--- src/rtl/chan_550_simple_snap_ctrl.sv ---
// One-shot snapshot controller: decodes the startBuffer register word and streams
// N valid channeliser samples into a BRAM write port, exposing progress/done status.
module chan_550_simple_snap_ctrl #(
   parameter int unsigned ADDR_WIDTH = 10,
   parameter int unsigned DATA_WIDTH = 32
) (
   input  logic                  user_clk,
   input  logic                  user_rst,
   input  logic [31:0]           start_reg,
   input  logic [DATA_WIDTH-1:0] in_data,
   input  logic                  in_valid,
   input  logic                  ext_trig,
   output logic [ADDR_WIDTH-1:0] bram_addr,
   output logic [DATA_WIDTH-1:0] bram_data,
   output logic                  bram_we,
   output logic [ADDR_WIDTH:0]   status_count,
   output logic                  status_busy,
   output logic                  status_done
);

   localparam int unsigned Depth = 2 ** ADDR_WIDTH;

   typedef enum logic [1:0] {StIdle, StArmed, StCapture, StDone} state_e;

   state_e              state_q, state_d;
   logic                start_d;
   logic                start_rise;
   logic [ADDR_WIDTH:0] len_q, len_d;
   logic [ADDR_WIDTH:0] len_n;
   logic                take;
   logic                clear_count;
   logic [15:0]         len_field;
   logic                unused_start_bits;

   assign start_rise        = start_reg[0] & ~start_d;
   assign len_field         = start_reg[31:16];
   assign unused_start_bits = ^start_reg[15:2];

   // A zero length field means "fill the whole buffer"; oversize requests clamp to depth.
   always_comb begin
      if (len_field == 16'd0 || 32'(len_field) >= Depth) begin
         len_n = (ADDR_WIDTH + 1)'(Depth);
      end else begin
         len_n = (ADDR_WIDTH + 1)'(32'(len_field));
      end
   end

   always_comb begin
      state_d     = state_q;
      len_d       = len_q;
      take        = 1'b0;
      clear_count = 1'b0;
      case (state_q)
         StIdle, StDone: begin
            if (start_rise) begin
               len_d       = len_n;
               clear_count = 1'b1;
               state_d     = start_reg[1] ? StArmed : StCapture;
            end
         end
         StArmed: begin
            if (!start_reg[0]) begin
               state_d = StIdle;
            end else if (ext_trig) begin
               state_d = StCapture;
               take    = in_valid;
            end
         end
         StCapture: take = in_valid;
         default:   state_d = StIdle;
      endcase
      // Final sample: DONE coincides with the registered write of index N-1.
      if (take && (status_count + 1'b1) == len_q) begin
         state_d = StDone;
      end
   end

   always_ff @(posedge user_clk) begin
      if (user_rst) begin
         state_q      <= StIdle;
         start_d      <= 1'b0;
         len_q        <= '0;
         bram_we      <= 1'b0;
         bram_addr    <= '0;
         bram_data    <= '0;
         status_count <= '0;
      end else begin
         state_q <= state_d;
         start_d <= start_reg[0];
         len_q   <= len_d;
         bram_we <= take;
         if (take) begin
            bram_addr    <= status_count[ADDR_WIDTH-1:0];
            bram_data    <= in_data;
            status_count <= status_count + 1'b1;
         end else if (clear_count) begin
            status_count <= '0;
         end
      end
   end

   assign status_busy = (state_q == StArmed) || (state_q == StCapture);
   assign status_done = (state_q == StDone);

endmodule

--- config.mk ---
export PLATFORM = sky130hd
export DESIGN_NAME = chan_550_simple_snap_ctrl
export DESIGN_NICKNAME = d
export VERILOG_FILES = /design/src/rtl/chan_550_simple_snap_ctrl.sv
export SDC_FILE = /design/constraint.sdc
export NUM_CORES = 1
export LEC_CHECK = 0
export CAP_MARGIN = 10
export CORE_MARGIN = 2
export CORE_UTILIZATION = 25
export DETAILED_ROUTE_END_ITERATION = 6
export PLACE_DENSITY_LB_ADDON = 0.25
export SLEW_MARGIN = 20
export SYNTH_ARGS = -nofsm -noshare
export SYNTH_HDL_FRONTEND = slang
export SYNTH_SLANG_ARGS = --single-unit
--- constraint.sdc ---
create_clock -name user_clk -period 2.7 [get_ports user_clk]
set_input_delay 0.27 -clock user_clk [delete_from_list [all_inputs] [get_ports user_clk]]
set_output_delay 0.27 -clock user_clk [all_outputs]
set_load 0.03 [all_outputs]
==> impl_summary.log <==
INFO  metric h-tree-depth = 3
INFO  metric place.port_buffers = 109
INFO  metric p_total = 3.12 mW
INFO  metric postSynth.topFlopCell = sky130_fd_sc_hd__dfxtp_1
INFO  metric finalWorstPathRequiredPeriod = 2.36 ns
INFO  metric status = completed
INFO  metric final_layout_size_suffix_gt1_frac = 0.0613
INFO  metric maximum_number_of_pins_on_one_net_before_global_route_repair = 68
INFO  metric report.final.hold_viol_count = 0
INFO  metric cts_hold_buffers = 0
INFO  metric static-leakage-power = 1.58 nW
INFO  metric final_area = 4560 sq um
INFO  metric timing_max_transition_violations_final = 0
INFO  metric clk_root_buffer_cell = sky130_fd_sc_hd__clkbuf_16
INFO  metric rows = 40
INFO  metric area.growth.synth_to_final = 50.6%
INFO  metric viasPerCell = 4.66
INFO  metric synth_compound_area_frac = 0.176
INFO  metric cells_after_synth = 384
INFO  metric grt_setup_unrepaired = false
INFO  metric wl_per_cell = 13.5 um
INFO  metric ctsResizeCount = 0
INFO  metric synth_nets = 456
INFO  metric post-route-drc-count = 0
INFO  metric synth-xor-area-share = 0.0401
INFO  metric path_delay_family = buffers and inverters
INFO  metric tritoncts = built
INFO  metric path_depth = 4
INFO  metric cts-buffers-inserted = 9
INFO  metric fp.dieW = 114 um
INFO  metric synthTopCellsByCount = sky130_fd_sc_hd__nand2_1, sky130_fd_sc_hd__dfxtp_1, sky130_fd_sc_hd__a21oi_1, sky130_fd_sc_hd__nor2_1, sky130_fd_sc_hd__clkbuf_1
INFO  metric netlist-cell-type-count = 48
INFO  metric ys_ff_latch = 68
INFO  metric synth.most_common_cell = sky130_fd_sc_hd__nand2_1
INFO  metric post-cts-setup-buffer-count = 0
INFO  metric height_of_the_die = 114 um
INFO  metric grt_first_pass_wirelength = 13900 um
INFO  metric synth_mux_area_frac = 0.00330
INFO  metric arrival = 2.09 ns
INFO  metric first_global_vias = 2767
INFO  metric fp.coreArea = 11900 sq um
INFO  metric detailedRoute.firstPassIterationCount = 5
INFO  metric totalWireLength = 8580 um
INFO  metric main_combinational_cell_family_by_area_after_synthesis = simple AND/OR/NAND/NOR gates
INFO  metric synth_top_area_cell = sky130_fd_sc_hd__dfxtp_1
INFO  metric max-cap-violations = 0
INFO  metric ys.warnings.count = 0
INFO  metric max_slew_margin = 0.519
INFO  metric nets = 557
INFO  metric max_freq = 425 MHz
INFO  metric clkSinkCount = 68
INFO  metric io_pins = 124
INFO  metric max-vdd-ir-drop = 0.292 mV
INFO  metric synth_area_per_cell = 7.89 sq um
INFO  metric placement.cell_area = 4260 sq um
INFO  metric routabilityCongestion = 0.857
INFO  metric initial_core_util = 0.254
INFO  metric cts_max_path_buffers = 2
INFO  metric report.final.setup_viol = 0
INFO  metric grt_use_total = 0.137
INFO  metric worst_setup_sp_type = flop
INFO  metric antenna_violations_before_repair = 0
INFO  metric place_hpwl = 6030 um
INFO  metric cp_slowest_stage_delay = 0.70 ns
INFO  metric drt_iter0_drc = 101
INFO  metric hold-path-cell-count = 2
INFO  metric postSynth.asyncResetShare = 0
INFO  metric worstPathCellList = inv_1 > ha_1 > inv_1 > clkdlybuf4s50_1
INFO  metric crit_fanout = 8
INFO  metric synthDominantCellAreaShare = 0.449
INFO  metric measured_slew_at_the_worst_slew_check_pin = 0.722 ns
INFO  metric clk_latency = 0.33 ns
INFO  metric postRouteAntennaNets = 0
INFO  metric global_route_overflow = 0
INFO  metric cp.buffers_inverters = 3
INFO  metric synth_edf_count = 0
INFO  metric die_area = 13000 sq um
INFO  metric power.density = 683 nW/um^2
INFO  metric synthAdderAreaFrac = 0.0165
INFO  metric crit_end_category = output port
INFO  metric setup_tns_final = 0 ns
INFO  metric synthSimpleGateAreaFrac = 0.267
INFO  metric reg2reg_depth = 6
INFO  metric clk_pin_slew_worst_paths = 0.05 ns
INFO  metric synthesis.area = 3030 sq um
INFO  metric fin_worst_skew = 0.00311 ns
INFO  metric crit_slowest_cell = sky130_fd_sc_hd__clkdlybuf4s50_1
INFO  metric worst-endpoint-required = 2.43 ns
INFO  metric count_of_vias_placed_by_the_detailed_router = 2965
INFO  metric ys_top_cells_by_area = sky130_fd_sc_hd__dfxtp_1, sky130_fd_sc_hd__nand2_1, sky130_fd_sc_hd__a21oi_1
INFO  metric num_antenna_cells = 0
INFO  metric worstSetupPathType = reg2out
INFO  metric synth.yosys.seq_area_share = 0.449
INFO  metric final.period_utilization = 0.872
INFO  metric min-delay-path-class = in2reg
INFO  metric worst_path_most_repeated_cell = sky130_fd_sc_hd__inv_1
cell type report:
type	count	area (sq um)
Inverter	6	22.5
Multi-Input combinational cell	283	1530
Sequential cell	68	1360
Tap cell	147	184
Timing Repair Buffer	117	1160
Clock buffer	14	274
Clock inverter	1	30.0
Fill cell	1241	7350
registers in the layout, summed over array words and instances, names as in the netlist:
register / flops
len_q: 11
bram_data: 32
status_count: 11
bram_addr: 10
start_d: 1
state_q: 2
bram_we: 1
kinds of logic after synthesis:
group	after synthesis
buffers and inverters	33
flip-flops	68
XOR/XNOR	13
AND/OR/NAND/NOR	172
multiplexers	1
adder cells (fa/ha/maj)	4
AO/OA/AOI/OAI	93
final timing paths:
| check | slack, ns | startpoint | to |
|---|---|---|---|
| worst min-delay path | 0.16 | user_rst | bram_we |
| worst max-delay path | 0.34 | state_q[0] | status_busy |
| worst max register to register | 0.55 | status_count[1] | state_q[0] |
| worst min register to register | 0.45 | bram_data[17] | bram_data[17] |
routing by layer:
metal,part of all wire,wire [um],global-route usage,vias up
li1,-,-,-,1519
met1,0.47,4040,0.177,1351
met5,0,0,0,-
met3,0.051,435,0.0381,14
met4,0.021,179,0.0634,0
met2,0.46,3930,0.212,81
layout by cell type (no fill, tap or decap), types with 3 or more instances in the layout:
cell	count
sky130_fd_sc_hd__clkbuf_16	9
sky130_fd_sc_hd__a21oi_1	62
sky130_fd_sc_hd__clkbuf_8	3
sky130_fd_sc_hd__nand2_1	96
sky130_fd_sc_hd__xnor2_1	5
sky130_fd_sc_hd__o21ai_0	9
sky130_fd_sc_hd__and3_1	5
sky130_fd_sc_hd__dfxtp_1	68
sky130_fd_sc_hd__and2_1	4
sky130_fd_sc_hd__or3_1	4
sky130_fd_sc_hd__nand3_1	15
sky130_fd_sc_hd__clkdlybuf4s50_1	108
sky130_fd_sc_hd__xor2_1	7
sky130_fd_sc_hd__a22oi_1	3
sky130_fd_sc_hd__nor2_1	22
sky130_fd_sc_hd__nor3_1	3
sky130_fd_sc_hd__nand3b_1	5
sky130_fd_sc_hd__buf_4	7
sky130_fd_sc_hd__ha_1	4
sky130_fd_sc_hd__nand4_1	3
sky130_fd_sc_hd__inv_1	6
metrics by stage:
stage	utilization	cells	hold slack, ns	setup WS [ns]
6_report	0.383	636	0.165	0.345
5_1_grt	0.383	636	0.167	0.281
4_1_cts	0.383	636	0.155	0.335
3_5_place_dp	0.357	621	0.446	0.436
3_3_place_gp	0.357	621	0.442	0.459
2_1_floorplan	-	384	0.363	0.718
power breakdown:
part	internal, mW	total (mW)	switching [mW]
Combinational	0.324	0.793	0.470
Clock	0.786	1.21	0.421
Sequential	1.07	1.12	0.0414
Total	2.18	3.12	0.932
Power figures use the tool's default switching activity.
